==> config.mk <==
export PLATFORM = sky130hd
export DESIGN_NAME = reset_ctrl
export DESIGN_NICKNAME = d
export VERILOG_FILES = /design/src/rtl/reset_ctrl_pkg.sv /design/src/rtl/reset_ctrl_sync_bit.sv /design/src/rtl/reset_ctrl.sv
export SDC_FILE = /design/constraint.sdc
export NUM_CORES = 1
export LEC_CHECK = 0
export ABC_CLOCK_PERIOD_IN_PS = 1700
export CAP_MARGIN = 0
export CORE_ASPECT_RATIO = 0.7
export CORE_MARGIN = 2
export CORE_UTILIZATION = 52
export CTS_BUF_LIST = sky130_fd_sc_hd__clkbuf_4
export DETAILED_ROUTE_END_ITERATION = 8
export MAX_ROUTING_LAYER = met4
export PLACE_DENSITY = 0.81
export SLEW_MARGIN = 10
export SYNTH_ARGS = -nofsm -noshare
export SYNTH_HDL_FRONTEND = slang
export SYNTH_HIERARCHICAL = 1
export SYNTH_SLANG_ARGS = --single-unit
==> constraint.sdc <==
create_clock -name clk -period 1.7 [get_ports clk]
set_input_delay 0.34 -clock clk [delete_from_list [all_inputs] [get_ports clk]]
set_output_delay 0.34 -clock clk [all_outputs]
set_load 0.005 [all_outputs]
==> src/rtl/reset_ctrl_pkg.sv <==
// Shared constants for the reset controller and the RTS status device.
// Holds cause bit positions, FSM state encodings and a helper that builds a cause vector.
package reset_ctrl_pkg;

    localparam int CAUSE_W   = 4;
    localparam int CAUSE_POR = 0;
    localparam int CAUSE_PLL = 1;
    localparam int CAUSE_BTN = 2;
    localparam int CAUSE_WD  = 3;

    localparam logic [1:0] ST_HOLD_ENC    = 2'd0;
    localparam logic [1:0] ST_STRETCH_ENC = 2'd1;
    localparam logic [1:0] ST_RUN_ENC     = 2'd2;

    typedef enum logic [1:0] {
        HOLD    = ST_HOLD_ENC,
        STRETCH = ST_STRETCH_ENC,
        RUN     = ST_RUN_ENC
    } state_t;

    // Software resets have no cause bit, so a sw-only reset reads back as all zeros.
    function automatic logic [CAUSE_W-1:0] cause_bits(input logic pll, input logic btn,
                                                      input logic wd);
        logic [CAUSE_W-1:0] c;
        c            = '0;
        c[CAUSE_PLL] = pll;
        c[CAUSE_BTN] = btn;
        c[CAUSE_WD]  = wd;
        return c;
    endfunction

endpackage

==> src/rtl/reset_ctrl_sync_bit.sv <==
// Two-flop synchronizer for a single asynchronous level.
// INIT is the value both flops take during rst, i.e. the "inactive" level of the input.
module sync_bit #(
    parameter logic INIT = 1'b0
) (
    input  logic clk,
    input  logic rst,
    input  logic d,
    output logic q
);

    logic meta;

    always_ff @(posedge clk) begin
        if (rst) begin
            meta <= INIT;
            q    <= INIT;
        end else begin
            meta <= d;
            q    <= meta;
        end
    end

endmodule

==> src/rtl/reset_ctrl.sv <==
// System reset controller: conditions PLL lock and button, merges watchdog/software pulses,
// stretches the system reset and records the cause and a saturating count of resets.
module reset_ctrl
    import reset_ctrl_pkg::*;
#(
    parameter int RST_CYCLES      = 16,
    parameter int DEBOUNCE_CYCLES = 50000,
    parameter int CNT_W           = 8
) (
    input  logic               clk,
    input  logic               rst,
    input  logic               clk_ok,
    input  logic               btn_rst_n,
    input  logic               wd_rst,
    input  logic               sw_rst,
    output logic               rst_out,
    output logic               rst_out_n,
    output logic [CAUSE_W-1:0] cause,
    output logic [CNT_W-1:0]   rst_cnt
);

    localparam int STR_W = $clog2(RST_CYCLES + 1);
    localparam int DB_W  = $clog2(DEBOUNCE_CYCLES + 1);

    logic clk_ok_s;
    logic btn_s;
    logic btn_press_s;
    logic btn_db;
    logic [DB_W-1:0] db_cnt;

    sync_bit #(.INIT(1'b0)) u_sync_clk_ok (
        .clk (clk),
        .rst (rst),
        .d   (clk_ok),
        .q   (clk_ok_s)
    );

    sync_bit #(.INIT(1'b1)) u_sync_btn (
        .clk (clk),
        .rst (rst),
        .d   (btn_rst_n),
        .q   (btn_s)
    );

    assign btn_press_s = ~btn_s;

    // Any disagreement with the accepted level that does not persist long enough restarts the count.
    always_ff @(posedge clk) begin
        if (rst) begin
            btn_db <= 1'b0;
            db_cnt <= '0;
        end else if (btn_press_s == btn_db) begin
            db_cnt <= '0;
        end else if (db_cnt == DB_W'(DEBOUNCE_CYCLES - 1)) begin
            btn_db <= btn_press_s;
            db_cnt <= '0;
        end else begin
            db_cnt <= db_cnt + DB_W'(1);
        end
    end

    logic level_src;
    logic pulse_src;
    logic src;

    assign level_src = ~clk_ok_s | btn_db;
    assign pulse_src = wd_rst | sw_rst;
    assign src       = level_src | pulse_src;

    state_t           state;
    state_t           state_d;
    logic [STR_W-1:0] str_cnt;
    logic [STR_W-1:0] str_cnt_d;

    always_comb begin
        state_d   = state;
        str_cnt_d = str_cnt;
        case (state)
            HOLD: begin
                str_cnt_d = '0;
                if (!level_src) state_d = STRETCH;
            end
            STRETCH: begin
                if (level_src) begin
                    state_d   = HOLD;
                    str_cnt_d = '0;
                end else if (pulse_src) begin
                    str_cnt_d = '0;
                end else if (str_cnt == STR_W'(RST_CYCLES - 1)) begin
                    state_d   = RUN;
                    str_cnt_d = '0;
                end else begin
                    str_cnt_d = str_cnt + STR_W'(1);
                end
            end
            RUN: begin
                str_cnt_d = '0;
                if (level_src)      state_d = HOLD;
                else if (pulse_src) state_d = STRETCH;
            end
            default: begin
                state_d   = HOLD;
                str_cnt_d = '0;
            end
        endcase
    end

    // The PLL is expected to be unlocked right after rst, so until the first RUN a missing
    // lock is not reported as a separate cause on top of the power-on bit.
    logic               por_seq;
    logic [CAUSE_W-1:0] src_cause;

    assign src_cause = cause_bits(~clk_ok_s & ~por_seq, btn_db, wd_rst);

    always_ff @(posedge clk) begin
        if (rst) begin
            state     <= HOLD;
            str_cnt   <= '0;
            rst_out   <= 1'b1;
            rst_out_n <= 1'b0;
            cause     <= CAUSE_W'(1) << CAUSE_POR;
            rst_cnt   <= '0;
            por_seq   <= 1'b1;
        end else begin
            state     <= state_d;
            str_cnt   <= str_cnt_d;
            rst_out   <= (state_d != RUN);
            rst_out_n <= (state_d == RUN);
            if (state == RUN) begin
                por_seq <= 1'b0;
                if (src) begin
                    cause <= src_cause;
                    if (rst_cnt != '1) rst_cnt <= rst_cnt + CNT_W'(1);
                end
            end else begin
                cause <= cause | src_cause;
            end
        end
    end

endmodule
### After elaboration in Yosys (flattened, before gate mapping)

Index checks and enable logic that the tools add are counted.

| cells by class | value |
|---|---|
| add/subtract/negate cells | 3 |
| multiply operators | 0 |
| div/mod/pow operators | 0 |
| magnitude comparators | 0 |
| equality and inequality tests | 9 |
| shifts and indexed selects | 0 |
| muxes and demuxes | 9 |
| bitwise operators | 10 |
| reduce and logical (&&, ||, !) cells | 5 |

Operator list:

| operator | count |
|---|---|
| 16-bit by 1-bit adder with 16-bit output, second input constant | 1 |
| 16-bit == test, second input constant | 1 |
| 2-bit two-way mux | 6 |
| 8-bit by 1-bit adder with 8-bit output, second input constant | 1 |
| 4-bit two-way mux | 2 |
| 8-bit != test, second input constant | 1 |
| 2-bit case mux with 3 select lines | 1 |
| 5-bit by 1-bit adder with 5-bit output, second input constant | 1 |
| 5-bit by 4-bit == test with 1-bit output, second input constant | 1 |
| 1-bit inverter | 5 |
| 5-bit OR reduction | 1 |
| 2-bit == test, second input constant | 2 |
| 2-bit != test, second input constant | 2 |
| 4-bit OR | 1 |
| 1-bit OR | 3 |
| 3-bit AND reduction | 1 |
| 3-bit OR reduction | 1 |
| 2-bit by 1-bit == test with 1-bit output, second input constant | 1 |
| 2-bit logical NOT | 1 |
| 2-bit AND reduction | 1 |
| 1-bit bitwise AND | 1 |
| 1-bit == test | 1 |

| storage, ports and cells | value |
|---|---|
| bits in registers | 43 |
| bits in latches | 0 |
| memory bits (writable) | 0 |
| memory bits (read-only) | 0 |
| bits of input ports | 6 |
| output and inout port bits | 14 |
| word-level logic and storage cells | 49 |
| memories | 0 |

### Depth between registers and ports, before layout

Gate-level depths: netlist of the first run.

| depth | value |
|---|---|
| depth after elaboration | 6 |
| depth in mapped cells | 7 |
| gate-level depth less buffers | 6 |

### By module

The synthesis of the first run kept the hierarchy.

By module, submodules not included:

| module | instances | cells an instance | area an instance (µm²) | seq. area each (µm²) |
|---|---|---|---|---|
| reset_ctrl | 1 | 183 | 1660.3 | 780.7 |
| sync_bit | 2 | 4 | 52.6 | 40.0 |

### Worst setup path after synthesis of the first run

Ideal clock, no wire load.

| timing path | value |
|---|---|
| path type | register to register |
| start point | register db_cnt[12] |
| end point | register db_cnt[4] |
| library setup time | 0.116 ns |
| data arrival time | 1.559 ns |
| data required time | 1.584 ns |
| path slack | 0.025 ns |
| cell stages (with the launch flop) | 7 |
| path buffers | 2 |
| clock period less this slack | 1.675 ns |
| cell sequence | dfxtp_1 or4_4 nor4_2 or3_1 buf_6 buf_12 nor2_1 |

| on the way | value |
|---|---|
| cells in the longest elaborated chain, start to end | 2 |

RTL lines:

| element | RTL line | text |
|---|---|---|
| from (decl) | reset_ctrl.sv:29 | `logic [DB_W-1:0] db_cnt;` |
| from (signal assigned) | reset_ctrl.sv:58 | `db_cnt <= db_cnt + DB_W'(1);` |
| 16-bit == test | reset_ctrl.sv:54 | `end else if (db_cnt == DB_W'(DEBOUNCE_CYCLES - 1)) begin` |
| 3-bit OR reduction (no source line) | n/a |  |

Every way passes these cells.
A chain may end at the register's enable or synchronous reset.

### Final worst setup path of the first run

| timing path | value |
|---|---|
| start point | register btn_db |
| end point | register str_cnt[0] |

| on the way | value |
|---|---|
| cells in the longest elaborated chain, start to end | 2 |

RTL lines:

| element | RTL line | text |
|---|---|---|
| from (decl) | reset_ctrl.sv:28 | `logic btn_db;` |
| from (signal assigned) | reset_ctrl.sv:55 | `btn_db <= btn_press_s;` |
| 1-bit OR | reset_ctrl.sv:66 | `assign level_src = ~clk_ok_s \| btn_db;` |
| 5-bit OR reduction (no source line) | n/a |  |
| to (signal assigned) | reset_ctrl.sv:126 | `str_cnt <= str_cnt_d;` |
| to (decl) | reset_ctrl.sv:72 | `logic [STR_W-1:0] str_cnt;` |

Every way passes these cells.

==> flow_metrics.tcl, run 1 <==
set metrics [dict create \
    status "finished clean" \
    endpoint_kind "register" \
    critPathBufInv 0 \
    setup_viol 0 \
    grt_pass1_wl_mm 5.547 \
    fp.dieArea_um2 3885 \
    worstHoldPathCells 4 \
    async_flop_share_pct 0 \
    io_buffers 19 \
    num_antenna_cells 0 \
    initial_core_util_pct 55.33 \
    worst_pin_slew_ns 0.3307 \
    finalWeightedCongestion 0.8672 \
    synth-seq-cells 43 \
    wl_per_cell_um 12.60 \
    cts_sinks 43 \
    min_to "cause[3]" \
    final_area_um2 2207 \
    worst_slack_ns 0.02732 \
    finalMaxSlewViolations 0 \
    rrSetupSlack_ns 0.03 \
    wirelength_mm 3.351 \
    core-area_um2 3191 \
    clk_latency_ns 0.35 \
    cts_setup_buffers 0 \
    cp_num_cells 4 \
    worst_ep_arrival_time_ns 1.96 \
    r2r-start "btn_db" \
    synth.cell_area_um2 1765 \
    num_io_pins 20 \
    drc 0 \
    path_max_fanout 5 \
    synth.net_count 201 \
    root_buffer "clkbuf_4" \
    ys_seq_area_share_pct 48.76 \
    layout-drive-gt1-share_pct 17.54 \
    synth_ff_type "dfxtp_1" \
    pre_cts_ws_ns -0.3646 \
    synth_warnings 6 \
    critPathRequiredTime_ns 1.98 \
    hold_viol_final 0 \
    fmax_mhz 597.8 \
    period_minus_slack_ns 1.673 \
    rr_endpoint "str_cnt[0]" \
    max_stage_delay_ns 0.58 \
    ant_nets 0 \
    cts_hold_buf 0 \
    synth_edf_count 0 \
    clk_path_buf_depth 2 \
    die_w_um 73.64 \
    slowest_stage "or4b_4" \
    routed-via-count 1424 \
    grt_pass1_vias 1258 \
    grt_max_degree 20 \
    worstSetupStartpointType "register" \
    overflow 0 \
    die_y_um 52.75 \
    tns_ns 0 \
    syn_inst 191 \
    h-tree-depth 2 \
    synth_cell_types 39 \
    viasPerCell 5.353 \
    numCtsBuffers 5 \
    path_clk_slew_ns 0.11 \
    fin_crit_sh_pct 98.39 \
    crit_chain "nand2b_1, or4_4, or4b_4, nor2_1" \
    peakVddDrop_mv 0.6293 \
    placementRows 17 \
    powerDensity_nw_per_um2 764.7 \
    dr.first_iter.drc_count 97 \
    cts_tree "done" \
    antenna_found_initial 0 \
    min_from "wd_rst" \
    leakage_nw 0.7891 \
    cap_violations 0 \
    grtUsageTotal_pct 19.73 \
    skew_ns 0.006656 \
    drt_first_pass_iters 4 \
    hp-class "input port to register" \
    reg2reg_depth 4 \
    critical_path_class "register to register" \
    crit_family "simple AND/OR/NAND/NOR gates" \
    place_area_um2 2077 \
    nets 238 \
    area_growth_pct 25.02 \
    hpwl_mm 2.334 \
    relSlewSlack_pct 77.39 \
    synth_area_per_cell_um2 9.243 \
]
registers in the layout (all words and copies together), names as in the netlist:
signal,flops
btn_db,1
cause,4
u_sync_btn/q,1
u_sync_clk_ok/q,1
state,2
rst_out_n,1
rst_out,1
por_seq,1
str_cnt,5
rst_cnt,8
db_cnt,16
u_sync_btn/meta,1
u_sync_clk_ok/meta,1
cells in the mapped netlist, types with 2 or more instances:
cell	count	share of area, %
dfxtp_1	43	49
nor2_1	36	7.7
xnor2_1	14	6.9
nand2_1	11	2.3
nand3_1	11	3.1
inv_1	9	1.9
nor3_1	7	2.0
a21oi_1	6	1.7
nand4_1	5	1.8
a211oi_1	4	1.7
ha_1	4	2.8
xor2_1	4	2.0
mux2i_1	3	1.7
nor2b_1	3	1.1
nor4_1	3	1.1
and3_1	2	0.71
clkbuf_1	2	0.43
nand2b_1	2	0.71
or2_1	2	0.71
metrics by stage:
step                      std cells  hold slack (ns)  utilization, %  total power [mW]
final                           266           0.4003           69.18             1.688
after global routing            266           0.4299           69.18             1.753
after CTS                       266           0.4260           67.53             1.710
after detailed placement        259           0.3966           65.10             1.084
after global placement          259           0.3865           65.10             1.083
after floorplan                 191           0.3854               -             1.059
worst max-delay path by stage:
| stage | startpoint | endpoint | slack (ns) |
|---|---|---|---|
| CTS | rst_cnt[4] | rst_cnt[4] | 0.0006 |
| detailed placement | sw_rst | str_cnt[3] | -0.36 |
| floorplan | db_cnt[12] | db_cnt[4] | 0.03 |
| finish | btn_db | str_cnt[0] | 0.03 |
| global route | db_cnt[15] | btn_db | -0.03 |
| global placement | sw_rst | str_cnt[2] | -0.33 |
where the power goes:
group          leakage (nW)  total [mW]  internal, mW  switching (mW)
clock                0.0417       0.627         0.319           0.308
combinational         0.395      0.0433        0.0231          0.0201
sequential            0.352        1.02          1.01         0.00440
area by class of cell:
cell class | count | area (um2)
clock buffers | 6 | 45.04
clock inverters | 1 | 30.03
fillers | 260 | 983.4
inverters | 9 | 33.78
multi-input cells | 135 | 867.1
flip-flops and latches | 43 | 873.3
well taps | 38 | 47.55
repair buffers | 34 | 310.3
worst min-delay path, delay by kind of cell:
kind | cells | cell delay, ns
buffers and inverters | 2 | 0.26
AND/OR/NAND/NOR | 1 | 0.07
AO/OA/AOI/OAI | 1 | 0.03
cells in the final DEF, fill, tap and decap left out, types with 3 or more instances in the layout:
master	synthesis	layout
dfxtp_2	0	7
dfxtp_1	43	35
clkdlybuf4s50_1	0	16
nor2b_1	3	3
inv_1	9	9
dlymetal6s2s_1	0	3
buf_4	0	15
nand2_1	11	11
nor3_1	7	7
a211oi_1	4	4
nor2_1	36	34
xor2_1	4	4
mux2i_1	3	3
ha_1	4	3
a21oi_1	6	6
clkbuf_4	0	6
nand4_1	5	5
xnor2_1	14	14
nand3_1	11	11
cells by family after synthesis:
family	after synthesis	share of synthesized area, %
buffers and inverters	13	4.111
adder cells (fa/ha/maj)	4	2.835
XOR/XNOR	18	8.930
multiplexers	3	1.701
flip-flops	43	48.76
AND/OR/NAND/NOR	93	27.21
AO/OA/AOI/OAI	17	6.450
layer usage:
metal | wire (um) | part of all wire [%] | vias to the layer above | GRT usage (%)
li1 | - | - | 735 | -
met1 | 1698 | 51 | 637 | 25.80
met2 | 1422 | 42 | 45 | 28.57
met3 | 169 | 5.0 | 7 | 5.192
met4 | 60 | 1.8 | 0 | 9.091
met5 | 0 | 0 | - | -
repair_timing:
action	in CTS	in global routing
setup endpoints to repair	2	30
pin swaps	0	4
gates resized for setup	2	18
(Power assumes the default switching activity.)
==> run 2: changes to the inputs <==
--- a/config.mk
+++ b/config.mk
@@ -11,3 +11,3 @@
 export CORE_MARGIN = 2
-export CORE_UTILIZATION = 52
+export CORE_UTILIZATION = 49
 export CTS_BUF_LIST = sky130_fd_sc_hd__clkbuf_4
@@ -15,3 +15,4 @@
 export MAX_ROUTING_LAYER = met4
-export PLACE_DENSITY = 0.81
+export PLACE_DENSITY = 0.77
+export SETUP_SLACK_MARGIN = 0.4
 export SLEW_MARGIN = 10
==> constraint.sdc (replaced) <==
create_clock -name clk -period 1.7 [get_ports clk]
set_input_delay 0.255 -clock clk [delete_from_list [all_inputs] [get_ports clk]]
set_output_delay 0.255 -clock clk [all_outputs]
set_load 0.005 [all_outputs]
==> run 2 against run 1 <==
Net effect: global-route usage is 2.6 points higher; hold slack worse by 0.060 ns; die area is 5.7% higher; combinational power is 13% higher; highest routed layer unchanged.
==> flow_metrics.tcl, run 2 (synthesis gave the netlist of run 1 again) <==
set metrics [dict create \
    status "finished clean" \
    root_buffer "clkbuf_4" \
    critical_path_class "register to register" \
    cap_violations 0 \
    fillers 273 \
    finalWeightedCongestion 0.8947 \
    numCtsBuffers 5 \
    placementRows 18 \
    leakage_nw 0.8812 \
    worst_slack_ns 0.06423 \
    clk_latency_ns 0.36 \
    grt_pass1_wl_mm 6.368 \
    final_cell_mix "nor2_1, dfxtp_1, buf_4" \
    reg_top3 "db_cnt: 16 flops, rst_cnt: 8 flops, str_cnt: 5 flops" \
    cts_tree "done" \
    clk_path_buf_depth 2 \
    dp.cells 265 \
    h-tree-depth 2 \
    rr_endpoint "db_cnt[5]" \
    hold_viol_final 0 \
    viasPerCell 5.319 \
    num_antenna_cells 0 \
    layout-drive-gt1-share_pct 35.71 \
    path_clk_slew_ns 0.12 \
    die_y_um 54.22 \
    fp.dieArea_um2 4107 \
    area_growth_pct 39.62 \
    worstSetupStartpointType "register" \
    peakVddDrop_mv 0.5842 \
    hp-class "input port to register" \
    nets 248 \
    overflow 0 \
    stdcell_count 288 \
    ant_nets 0 \
    cts_hold_buf 0 \
    num_io_pins 20 \
    dr.first_iter.drc_count 41 \
    routed-via-count 1532 \
    worst_ep_arrival_time_ns 1.89 \
    setup_viol 0 \
    grt_pass1_vias 1364 \
    rrSetupSlack_ns 0.06 \
    drt_first_pass_iters 4 \
    regMostFlops "db_cnt" \
    reg2reg_depth 5 \
    final_common_cell "nor2_1" \
    path_max_fanout 8 \
    critPathRequiredTime_ns 1.96 \
    fmax_mhz 611.3 \
    wl_per_cell_um 14.02 \
    pre_cts_ws_ns -0.3399 \
    rsz0062_at_grt "yes" \
    initial_core_util_pct 50.57 \
    endpoint "db_cnt[5]" \
    fin_crit_sh_pct 96.22 \
    grtUsageTotal_pct 22.29 \
    powerDensity_nw_per_um2 615.8 \
    endpoint_kind "register" \
    crit_start "db_cnt[11]" \
    antenna_found_initial 0 \
    core-area_um2 3491 \
    skew_ns 0.01212 \
    die_w_um 75.75 \
    worst_pin_slew_ns 0.3024 \
    hpwl_mm 2.715 \
    cts_sinks 43 \
    finalMaxSlewViolations 0 \
    io_buffers 19 \
    r2r-start "db_cnt[11]" \
    relSlewSlack_pct 79.32 \
    grt_max_degree 20 \
    period_minus_slack_ns 1.636 \
    wirelength_mm 4.037 \
    largest_reg_flops 16 \
    drc 0 \
    tns_ns 0 \
]
[run 2: cell types whose count changed in the layout (fill, tap and decap cells not counted), sizes merged]
cell,previous run,this run
clkinv,0,2
clkdlybuf4s50,16,3
buf,15,24
dlygate4sd2,0,16
bufinv,1,0
dlymetal6s2s,3,0
[run 2: worst min-delay path by stage]
stage / startpoint / to / slack [ns] / depth (start not counted)
6_report: wd_rst / cause[3] / 0.34 / 3
3_5_place_dp: u_sync_btn/meta / u_sync_btn/q / 0.41 / 1
4_1_cts: wd_rst / cause[3] / 0.34 / 3
2_1_floorplan: rst / u_sync_clk_ok/q / 0.32 / 1
3_3_place_gp: u_sync_btn/meta / u_sync_btn/q / 0.39 / 1
5_1_grt: wd_rst / cause[3] / 0.37 / 3
[run 2: cell type report]
class | count | area [um2] | area share [%]
multi-input cells | 135 | 1020 | 41.37
flip-flops and latches | 43 | 907.1 | 36.80
repair buffers | 44 | 395.4 | 16.04
well taps | 50 | 62.56 | 2.538
clock buffers | 5 | 37.54 | 1.523
inverters | 9 | 33.78 | 1.371
clock inverters | 2 | 8.758 | 0.3553
[run 2: power breakdown]
part           switching (mW)  internal (mW)  leakage, nW
combinational          0.0239         0.0252        0.493
clock                   0.314          0.147       0.0285
sequential            0.00538           1.00        0.359
total                   0.344           1.17        0.881
[run 2: timing repair]
action                                  in CTS  in global routing
setup buffers                               12                  3
endpoints found under the setup margin      51                 36
pin swaps                                    9                  3
resized for setup                           46                 18
gates cloned                                 0                  1
[run 2: per-stage QoR]
step | hold slack (ns) | total power, mW | instance area (um2) | util [%]
6_report | 0.3408 | 1.518 | 2465 | 70.61
5_1_grt | 0.3689 | 1.577 | 2465 | 70.61
4_1_cts | 0.3441 | 1.511 | 2340 | 67.03
3_5_place_dp | 0.4092 | 1.087 | 2162 | 61.94
3_3_place_gp | 0.3902 | 1.084 | 2162 | 61.94
2_1_floorplan | 0.3192 | 1.062 | 1878 | -
[run 2: worst max-delay path, stage by stage, from the launching register on]
cell and delay, ns:
dfxtp_2 0.34, or4_4 0.55, nor4_4 0.26, or3_4 0.21
clkbuf_16 0.15, nor2_1 0.04
[run 2: routing by layer]
| metal | vias up | global-route usage, % | wire, um |
|---|---|---|---|
| li1 | 754 | - | - |
| met5 | - | - | 0 |
| met3 | 7 | 5.893 | 181 |
| met4 | 0 | 7.895 | 61 |
| met1 | 740 | 25.77 | 1742 |
| met2 | 31 | 37.79 | 2052 |
==> run 3: changes to the inputs <==
- PLACE_DENSITY: 0.77 -> 0.74
==> run 3 against run 2 <==
Net effect: design area grew 2.7%; clock power increased by 7.4%; power up 2.1%; critical path type unchanged; largest cell class unchanged.
==> flow_metrics.tcl, run 3 (synthesis gave the netlist of run 1 again) <==
set metrics [dict create \
    status "finished clean" \
    fillers 260 \
    drt_first_pass_iters 4 \
    fp.dieArea_um2 4107 \
    final_util_pct 72.51 \
    p_total_mw 1.550 \
    tns_ns 0 \
    dr.first_iter.drc_count 86 \
    skew_ns 0.01329 \
    final_cell_mix "nor2_1, buf_4, dfxtp_1" \
    worst_pin_slew_ns 0.3765 \
    drc 0 \
    core-area_um2 3491 \
    clk_latency_ns 0.35 \
    die_w_um 75.75 \
    final_area_um2 2531 \
    grtUsageTotal_pct 23.46 \
    pre_cts_ws_ns -0.3585 \
    worst_hold_slack_ns 0.3834 \
    hold_viol_final 0 \
    critPathRequiredTime_ns 1.97 \
    h-tree-depth 2 \
    cap_violations 0 \
    nets 252 \
    min_from "wd_rst" \
    wirelength_mm 4.331 \
    layout-drive-gt1-share_pct 38.27 \
    reg_top3 "db_cnt: 16 flops, rst_cnt: 8 flops, str_cnt: 5 flops" \
    placementRows 18 \
    fin_crit_sh_pct 97.39 \
    path_max_fanout 5 \
    cts_sinks 43 \
    critical_path_class "register to register" \
    grt_max_degree 20 \
    finalMaxSlewViolations 0 \
    grt_pass1_wl_mm 6.762 \
    area_growth_pct 43.37 \
    endpoint_kind "register" \
    overflow 0 \
    root_buffer "clkbuf_4" \
    numCtsBuffers 5 \
    die_y_um 54.22 \
    io_buffers 19 \
    regMostFlops "db_cnt" \
    path_clk_slew_ns 0.11 \
    worst_ep_arrival_time_ns 1.93 \
    antenna_found_initial 0 \
    powerDensity_nw_per_um2 612.2 \
    hp-class "input port to register" \
    cts_tree "done" \
    clk_path_buf_depth 2 \
    wl_per_cell_um 14.78 \
    rsz0062_at_grt "yes" \
    stdcell_count 293 \
    largest_reg_flops 16 \
    num_io_pins 20 \
    crit_start "btn_db" \
    final_common_cell "nor2_1" \
    dp.cells 265 \
    finalWeightedCongestion 0.8169 \
    cts_hold_buf 0 \
    period_minus_slack_ns 1.656 \
    r2r-start "btn_db" \
    relSlewSlack_pct 74.83 \
    ant_nets 0 \
    worstSetupStartpointType "register" \
    initial_core_util_pct 50.57 \
    peakVddDrop_mv 0.5656 \
    worst_slack_ns 0.04437 \
    grt_pass1_vias 1490 \
    hpwl_mm 2.631 \
    fmax_mhz 604.0 \
    routed-via-count 1566 \
    num_antenna_cells 0 \
    place_area_um2 2162 \
    viasPerCell 5.345 \
    setup_viol 0 \
    leakage_nw 0.9271 \
]
[run 3: critical path: stages, from the launching register on]
cell and delay, ns:
dfxtp_4 0.37, nand2b_4 0.14, or4_4 0.42, or4b_4 0.55
nor2_2 0.11
[run 3: routing by layer]
metal	track usage (%)	share of wire, %
met5	-	0
met4	11.99	1.0
met3	5.893	4.5
met2	40.09	52
met1	25.63	43
[run 3: cell type report]
| class | instances | area (um2) | area share [%] |
|---|---|---|---|
| clock buffers | 7 | 52.55 | 2.076 |
| clock inverters | 1 | 5.005 | 0.1977 |
| inverters | 9 | 33.78 | 1.335 |
| multi-input cells | 135 | 1032 | 40.78 |
| flip-flops and latches | 43 | 912.1 | 36.04 |
| well taps | 50 | 62.56 | 2.472 |
| repair buffers | 48 | 432.9 | 17.10 |
[run 3: timing repair]
| action | in CTS | in global routing |
|---|---|---|
| endpoints found under the setup margin | 50 | 36 |
| cloned | 0 | 1 |
| pin swaps | 14 | 11 |
| setup buffers | 17 | 2 |
| gates resized for setup | 54 | 16 |
[run 3: final timing paths]
check,endpoint,slack (ns),cells past startpoint
setup / recovery,str_cnt[1],0.04,4
hold / removal,cause[3],0.38,3
setup reg to reg,str_cnt[1],0.04,4
hold reg to reg,u_sync_btn/q,0.43,1
[run 3: power by group]
group	internal [mW]	switching [mW]	leakage, nW	total, mW
combinational	0.0260	0.0239	0.531	0.0499
sequential	0.999	0.00600	0.360	1.00
clock	0.193	0.301	0.0361	0.495
total	1.22	0.331	0.927	1.55
